## config.mk

```make
export PLATFORM = sky130hd
export DESIGN_NAME = sar_logic
export DESIGN_NICKNAME = d
export VERILOG_FILES = /design/src/rtl/sar_logic.sv
export SDC_FILE = /design/constraint.sdc
export NUM_CORES = 1
export LEC_CHECK = 0
export BUFFER_PORTS_ARGS = -buffer_cell sky130_fd_sc_hd__buf_2
export CORE_UTILIZATION = 56
export CTS_CLUSTER_SIZE = 40
export DETAILED_ROUTE_END_ITERATION = 10
export GPL_TIMING_DRIVEN = 0
export PLACE_DENSITY_LB_ADDON = 0.08
export SLEW_MARGIN = 20
export SYNTH_ARGS = -nofsm -noshare
export SYNTH_HDL_FRONTEND = slang
export SYNTH_SLANG_ARGS = --single-unit
```

## constraint.sdc

```tcl
create_clock -name clk -period 3.8 [get_ports clk]
set_input_delay 0.57 -clock clk [delete_from_list [all_inputs] [get_ports clk]]
set_output_delay 0.57 -clock clk [all_outputs]
set_load 0.05 [all_outputs]
```

## src/rtl/sar_logic.sv

```systemverilog
// Successive-approximation controller: sample phase, then one MSB-first decision per clock.
// Latency start->valid is SAMPLE_CYCLES+NBITS cycles; start is not queued and stop aborts to IDLE.
module sar_logic #(
   parameter int NBITS         = 8,
   parameter int SAMPLE_CYCLES = 2
) (
   input  logic             clk,
   input  logic             rst,
   input  logic             start,
   input  logic             stop,
   input  logic             comp_out,
   output logic             sample,
   output logic             comp_en,
   output logic [NBITS-1:0] dac_code,
   output logic [NBITS-1:0] dout,
   output logic             valid,
   output logic             busy
);

   localparam int IW = $clog2(NBITS);
   localparam logic [NBITS-1:0] MSB_ONLY = {1'b1, {(NBITS-1){1'b0}}};
   localparam logic [3:0]       CNT_LAST = 4'(SAMPLE_CYCLES - 1);
   localparam logic [IW-1:0]    IDX_TOP  = IW'(NBITS - 1);

   typedef enum logic [1:0] {S_IDLE, S_SAMPLE, S_CONVERT, S_DONE} state_t;

   state_t           state;
   logic [3:0]       cnt;
   logic [IW-1:0]    bit_idx;
   logic [NBITS-1:0] trial;

   // Current decision folded into the code, plus the next trial bit when one remains.
   always_comb begin
      trial          = dac_code;
      trial[bit_idx] = comp_out;
      if (bit_idx != '0)
         trial[bit_idx - IW'(1)] = 1'b1;
   end

   always_ff @(posedge clk or negedge rst) begin
      if (!rst) begin
         state    <= S_IDLE;
         cnt      <= '0;
         bit_idx  <= '0;
         sample   <= 1'b0;
         comp_en  <= 1'b0;
         dac_code <= '0;
         dout     <= '0;
         valid    <= 1'b0;
         busy     <= 1'b0;
      end else begin
         case (state)
            S_IDLE: begin
               if (start && !stop) begin
                  state  <= S_SAMPLE;
                  cnt    <= '0;
                  sample <= 1'b1;
                  busy   <= 1'b1;
               end
            end
            S_SAMPLE: begin
               if (stop) begin
                  state    <= S_IDLE;
                  sample   <= 1'b0;
                  comp_en  <= 1'b0;
                  busy     <= 1'b0;
                  dac_code <= '0;
               end else if (cnt == CNT_LAST) begin
                  state    <= S_CONVERT;
                  sample   <= 1'b0;
                  comp_en  <= 1'b1;
                  dac_code <= MSB_ONLY;
                  bit_idx  <= IDX_TOP;
               end else begin
                  cnt <= cnt + 4'd1;
               end
            end
            S_CONVERT: begin
               if (stop) begin
                  state    <= S_IDLE;
                  comp_en  <= 1'b0;
                  busy     <= 1'b0;
                  dac_code <= '0;
               end else begin
                  dac_code <= trial;
                  if (bit_idx == '0) begin
                     state   <= S_DONE;
                     dout    <= trial;
                     valid   <= 1'b1;
                     comp_en <= 1'b0;
                     busy    <= 1'b0;
                  end else begin
                     bit_idx <= bit_idx - IW'(1);
                  end
               end
            end
            S_DONE: begin
               valid    <= 1'b0;
               dac_code <= '0;
               if (start) begin
                  state  <= S_SAMPLE;
                  cnt    <= '0;
                  sample <= 1'b1;
                  busy   <= 1'b1;
               end else begin
                  state <= S_IDLE;
               end
            end
            default: state <= S_IDLE;
         endcase
      end
   end

endmodule

```

==> results of run 1 <==
-- worst max path at each step --
stage,endpoint,slack [ns],cells past startpoint,from
3_5_place_dp,dac_code[7],1.58,7,bit_idx[1]
4_1_cts,valid,1.51,7,bit_idx[0]
3_3_place_gp,valid,1.59,7,bit_idx[0]
5_1_grt,valid,1.31,7,bit_idx[0]
2_1_floorplan,dac_code[7],1.86,7,bit_idx[1]
6_report,valid,1.56,7,bit_idx[0]
-- flip-flops by register name, indices dropped and copies added, names as in the netlist --
register / count
dac_code: 8
dout: 8
cnt: 4
bit_idx: 3
state: 2
busy: 1
comp_en: 1
sample: 1
valid: 1
-- area by class of cell --
| class | instances | area [um^2] | share of cell area [%] |
|---|---|---|---|
| Multi-Input combinational cell | 150 | 977 | 48.3 |
| Sequential cell | 29 | 726 | 35.9 |
| Timing Repair Buffer | 24 | 120 | 5.94 |
| Buffer | 11 | 56.3 | 2.78 |
| Tap cell | 44 | 55.1 | 2.72 |
| Clock buffer | 6 | 41.3 | 2.04 |
| Inverter | 10 | 37.5 | 1.86 |
| Clock inverter | 2 | 10.0 | 0.495 |
-- metal layers --
layer | part of all wire (%) | vias to the layer above
met3 | 4.1 | 10
met2 | 51 | 47
met4 | 1.9 | 0
met5 | 0 | -
li1 | - | 796
met1 | 43 | 767
-- metrics by stage --
stage          power [mW]  util (%)  area (um^2)
3_3_place_gp         1.03      64.6         1970
6_report             1.23      66.3         2020
3_5_place_dp         1.05      64.6         1970
2_1_floorplan       0.903         -         1800
5_1_grt              1.32      66.3         2020
4_1_cts              1.24      66.3         2020
-- power breakdown --
part,switching [mW],total [mW],internal (mW)
logic,0.430,0.654,0.224
registers,0.0397,0.396,0.357
clock network,0.113,0.183,0.0704
total,0.583,1.23,0.651
-- cells in the mapped netlist, types with 3 or more instances --
library cell	instances
nand3_1	4
mux2_2	3
a211oi_1	5
or3_1	6
a21oi_1	18
nor3b_1	4
dfrtp_1	29
nor3_1	7
clkbuf_1	8
nand2b_1	5
o31ai_1	4
inv_1	9
nand2_1	27
o21ai_0	15
nor2_1	4
ha_1	9
-- kinds of logic (layout without fill, tap and decap cells) --
group / Yosys count / in the layout / synth area share [%]
multiplexers: 5 / 5 / 2.99
AND/OR/NAND/NOR: 72 / 72 / 21.4
adder cells (fa/ha/maj): 9 / 9 / 6.27
AO/OA/AOI/OAI: 64 / 64 / 23.7
flip-flops: 29 / 29 / 40.4
buffers and inverters: 21 / 53 / 5.22
-- layout by cell type (no fill, tap or decap), types with 2 or more instances in the layout --
master | Yosys | final
buf_2 | 0 | 24
nor3_1 | 7 | 7
o21a_1 | 2 | 2
nand2b_1 | 5 | 5
nor3b_1 | 4 | 4
nor2b_1 | 2 | 2
mux2_2 | 3 | 3
buf_6 | 2 | 2
nand2_1 | 27 | 27
a21oi_1 | 18 | 18
a21o_1 | 2 | 2
or3_1 | 6 | 6
nor2_1 | 4 | 4
clkbuf_4 | 0 | 5
a211oi_1 | 5 | 5
and3_1 | 2 | 2
inv_1 | 9 | 9
dfrtp_1 | 29 | 29
clkinv_2 | 0 | 2
mux2i_1 | 2 | 2
o31ai_1 | 4 | 4
clkbuf_1 | 8 | 9
a211o_2 | 2 | 2
or3b_1 | 2 | 2
o21ai_0 | 15 | 15
and3b_1 | 2 | 2
o32ai_1 | 2 | 2
a22o_1 | 2 | 2
ha_1 | 9 | 9
nand3_1 | 4 | 4
==> flow_summary.toml, run 1 <==
[status]
status = "finished, final reports clean"

[critical_path]
max_stage_delay_ns = 0.42
r2r_cells = 7
crit_fanout = 10
cp.required_ns = 4.06
critPathSlowestCell = "clkbuf_1"
rr_startpoint = "bit_idx[0]"
endpoint_kind = "register"
worstPathArrival_ns = 2.49
critPathMostFrequentCell = "nand2_1"
path_delay_family = "buffers and inverters"
critical_path_class = "reg2reg"
crit_buf_inv = 2
r2r_end = "valid"
path_cells = "clkinv_1 -> ha_1 -> nor2b_1 -> nand2_1 -> clkbuf_1 -> nand2_1 -> a21oi_1"
cp-start-kind = "register"
r2r_setup_slack_ns = 1.56

[sta]
fin_skew_ns = 0.0128
timing.final.ws_setup_ns = 1.56
timing.setup.tns_ns = 0
grt_setup_unrepaired = "false"
hold_viol = 0
fin_hold_ws_ns = 0.246
min_period_ns = 2.24
worstMarginPinSlew_ns = 0.673
finalSetupViolations = 0
fmax_mhz = 447
period_share_pct = 58.8
finalMaxSlewViolations = 0
slew-limit-headroom_pct = 55.0

[yosys]
synth-seq-cells = 29
yosys-top-cells-area = "dfrtp_1, ha_1, nand2_1"
seq_area_frac_synth_pct = 40.4
synth_fp_nets = 214
synth_top_area_cell = "dfrtp_1"
synth_area_um2 = 1800
synth_top_area_share_pct = 40.4
postSynthCellCount = 200
synthArstFlopShare_pct = 100
avgSynthCellArea_um2 = 8.98
yosys_warnings = 0
ys.flop_type = "dfrtp_1"
netlist-cell-type-count = 48
synth-edff-count = 0

[global_route]
grt_use_met2_pct = 46.0
grt_pass1_vias = 1505
grt_max_degree = 30
gr-usage-met3_pct = 7.03
grtUsageMet1_pct = 29.3
grt_pass1_wl_um = 6670
overflow = 0
gr-max-usage-layer = "met2"
grt_usage_pct = 26.0
antenna_found_initial = 0

[detailed_routing]
vias = 1620
post_drt_wl_per_cell_um = 14.5
drtIter0Drc = 70
wl_um = 3990
avgViaCountPerCell = 5.87
firstDrtPassIters = 4
postRouteAntennaNets = 0
drc = 0

[finish]
fillCellCount = 253
nets = 245
n_antenna_cell = 0
stdcell_count = 276
syn_to_final_growth_pct = 12.6
final_layout_size_suffix_gt1_share_pct = 18.1

[place]
post-dp-hpwl_um = 2870
dp.cells = 268
pre_cts_ws_ns = 1.58
globalplace.congestion = 0.835
port_buffers = 24

[min_path]
min-delay-path-class = "in2async"

[power]
power.leakage_nw = 0.919
worst_ir_drop_vdd_mv = 0.428
p_per_area_nw_per_um2 = 610

[die]
die_w_um = 58.6
die_h_um = 58.6
rows = 20
start_util_pct = 58.9
dieArea_um2 = 3440
num_io_pins = 25
core-area_um2 = 3050

[job]
cap_viol_max_count = 0

[clock_network]
clockBufferDepth = 2
cts_setup_buffers = 0
postCtsHoldBufs = 0
clk_pin_slew_ns = 0.10
cts-root-buf = "clkbuf_4"
cts_tree = "done"
cts_sinks = 29
htreeDepth = 2
cts_made_buffers = 5
cts.repair.resized = 0
clock_latency_ns = 0.33
(Power assumes the default switching activity.)
==> run 2: changes to the inputs <==
Settings changed: CORE_UTILIZATION 56 to 51.
Clock period 3.8 ns to 2 ns, I/O delays scaled along.
==> run 2 against run 1 <==
Net effect: the run now ends with negative hold slack left; critical path depth is the same; cell area grew 6.1%; register-to-register slack worse by 1.5 ns; cell count is 2.9% higher; hold slack got worse by 0.25 ns; wire length increased by 8.8%; via count rose by 4.3%; sequential share of layout area decreased by 2.0 points; largest cell class unchanged.
==> flow_summary.toml, run 2 (synthesized netlist as in run 1, its figures left out) <==
[finish]
fin_util_pct = 63.8
mostFrequentLayoutCells = "dfrtp_1, nand2_1, buf_2"
top_regs = "dac_code (8), dout (8), cnt (4)"
nets = 252
n_antenna_cell = 0
final_common_cell = "dfrtp_1"
fin_area_um2 = 2150
syn_to_final_growth_pct = 19.5
final_layout_size_suffix_gt1_share_pct = 30.7

[critical_path]
rr_startpoint = "cnt[1]"
endpoint_kind = "register"
critical_path_class = "reg2reg"
cp-startpoint = "cnt[1]"
cp.required_ns = 2.25
worstPathArrival_ns = 2.20
cp-start-kind = "register"
crit_fanout = 6

[detailed_routing]
postRouteAntennaNets = 0
firstDrtPassIters = 4
wl_um = 4340
avgViaCountPerCell = 5.95
vias = 1689
post_drt_wl_per_cell_um = 15.3
drc = 0
drtIter0Drc = 68

[sta]
slew-limit-headroom_pct = 56.6
finalMaxSlewViolations = 0
worstMarginPinSlew_ns = 0.651
fin_hold_ws_ns = -0.00812
timing.final.ws_setup_ns = 0.0552
hold_viol = 17
fmax_mhz = 514
finalSetupViolations = 0
period_share_pct = 97.2
min_period_ns = 1.94
fin_skew_ns = 0.0120

[place]
globalplace.congestion = 0.801
pre_cts_ws_ns = -0.265
placed_cell_area_um2 = 1970
post-dp-hpwl_um = 2910
port_buffers = 24

[clock_network]
cts_made_buffers = 5
htreeDepth = 2
clk_pin_slew_ns = 0.10
clock_latency_ns = 0.33
cts_sinks = 29
clockBufferDepth = 2
cts-root-buf = "clkbuf_4"
postCtsHoldBufs = 0
cts_tree = "done"

[global_route]
grt_usage_pct = 26.7
grt_pass1_wl_um = 7250
antenna_found_initial = 0
grt_pass1_vias = 1603
overflow = 0
grt_max_degree = 30

[die]
core-area_um2 = 3360
rows = 21
num_io_pins = 25
start_util_pct = 53.4
die_h_um = 61.4
die_w_um = 61.4
dieArea_um2 = 3760

[power]
power.leakage_nw = 0.976
p_per_area_nw_per_um2 = 1200
worst_ir_drop_vdd_mv = 0.734
power_mw = 2.57

[status]
violations = "negative hold slack"
status = "finished with violations"

[job]
cap_viol_max_count = 0

[min_path]
min-delay-path-class = "in2async"
## run 2: final timing paths
check	end	slack (ns)	depth (start not counted)
setup / recovery	dac_code[3]	0.06	7
hold / removal	valid	-0.008	1
setup reg to reg	dac_code[3]	0.06	7
hold reg to reg	dout[4]	0.48	2
max in group asynchronous	bit_idx[0]	1.54	1
min in group clk	state[0]	0.39	5
## run 2: what timing repair did
item / in CTS / in global routing
setup buffers: 8 / 3
endpoints found under the setup margin: 17 / 21
resized for setup: 8 / 19
pin swaps: 3 / 4
## run 2: layout make-up
type | count | area (um^2)
Fill cell | 321 | 1220
Multi-Input combinational cell | 150 | 1020
Sequential cell | 29 | 728
Timing Repair Buffer | 35 | 203
Tap cell | 46 | 57.6
Clock buffer | 7 | 55.1
Inverter | 10 | 40.0
Buffer | 7 | 38.8
## run 2: report_power, final
part,internal [mW],switching [mW]
Combinational,0.575,0.874
Clock,0.166,0.200
Sequential,0.679,0.0765
## run 2: critical path, cell delays in order (launching register included)
cell and delay, ns:
dfrtp_1 0.40, inv_2 0.06, ha_2 0.16, or3b_4 0.41, a31o_4 0.28, buf_6 0.13, a211o_2 0.31, a21oi_2 0.12
## run 2: per-stage QoR
stage	hold WS [ns]	cells	TNS (ns)
after floorplan	0.00441	200	0
after global placement	0.358	270	-1.71
after detailed placement	0.377	270	-2.38
after CTS	0.00438	283	0
after global routing	0.0307	284	-0.000525
final	-0.00812	284	0
## run 2: layer usage
layer  wire (um)  share of wire (%)  GRT usage [%]  vias to the layer above
met5           0                  0              0                        -
met1        1750                 40           30.7                      823
met4         112                2.6           15.6                        0
met2        2310                 53           45.2                       41
met3         166                3.8           6.72                       15
li1            -                  -              -                      810
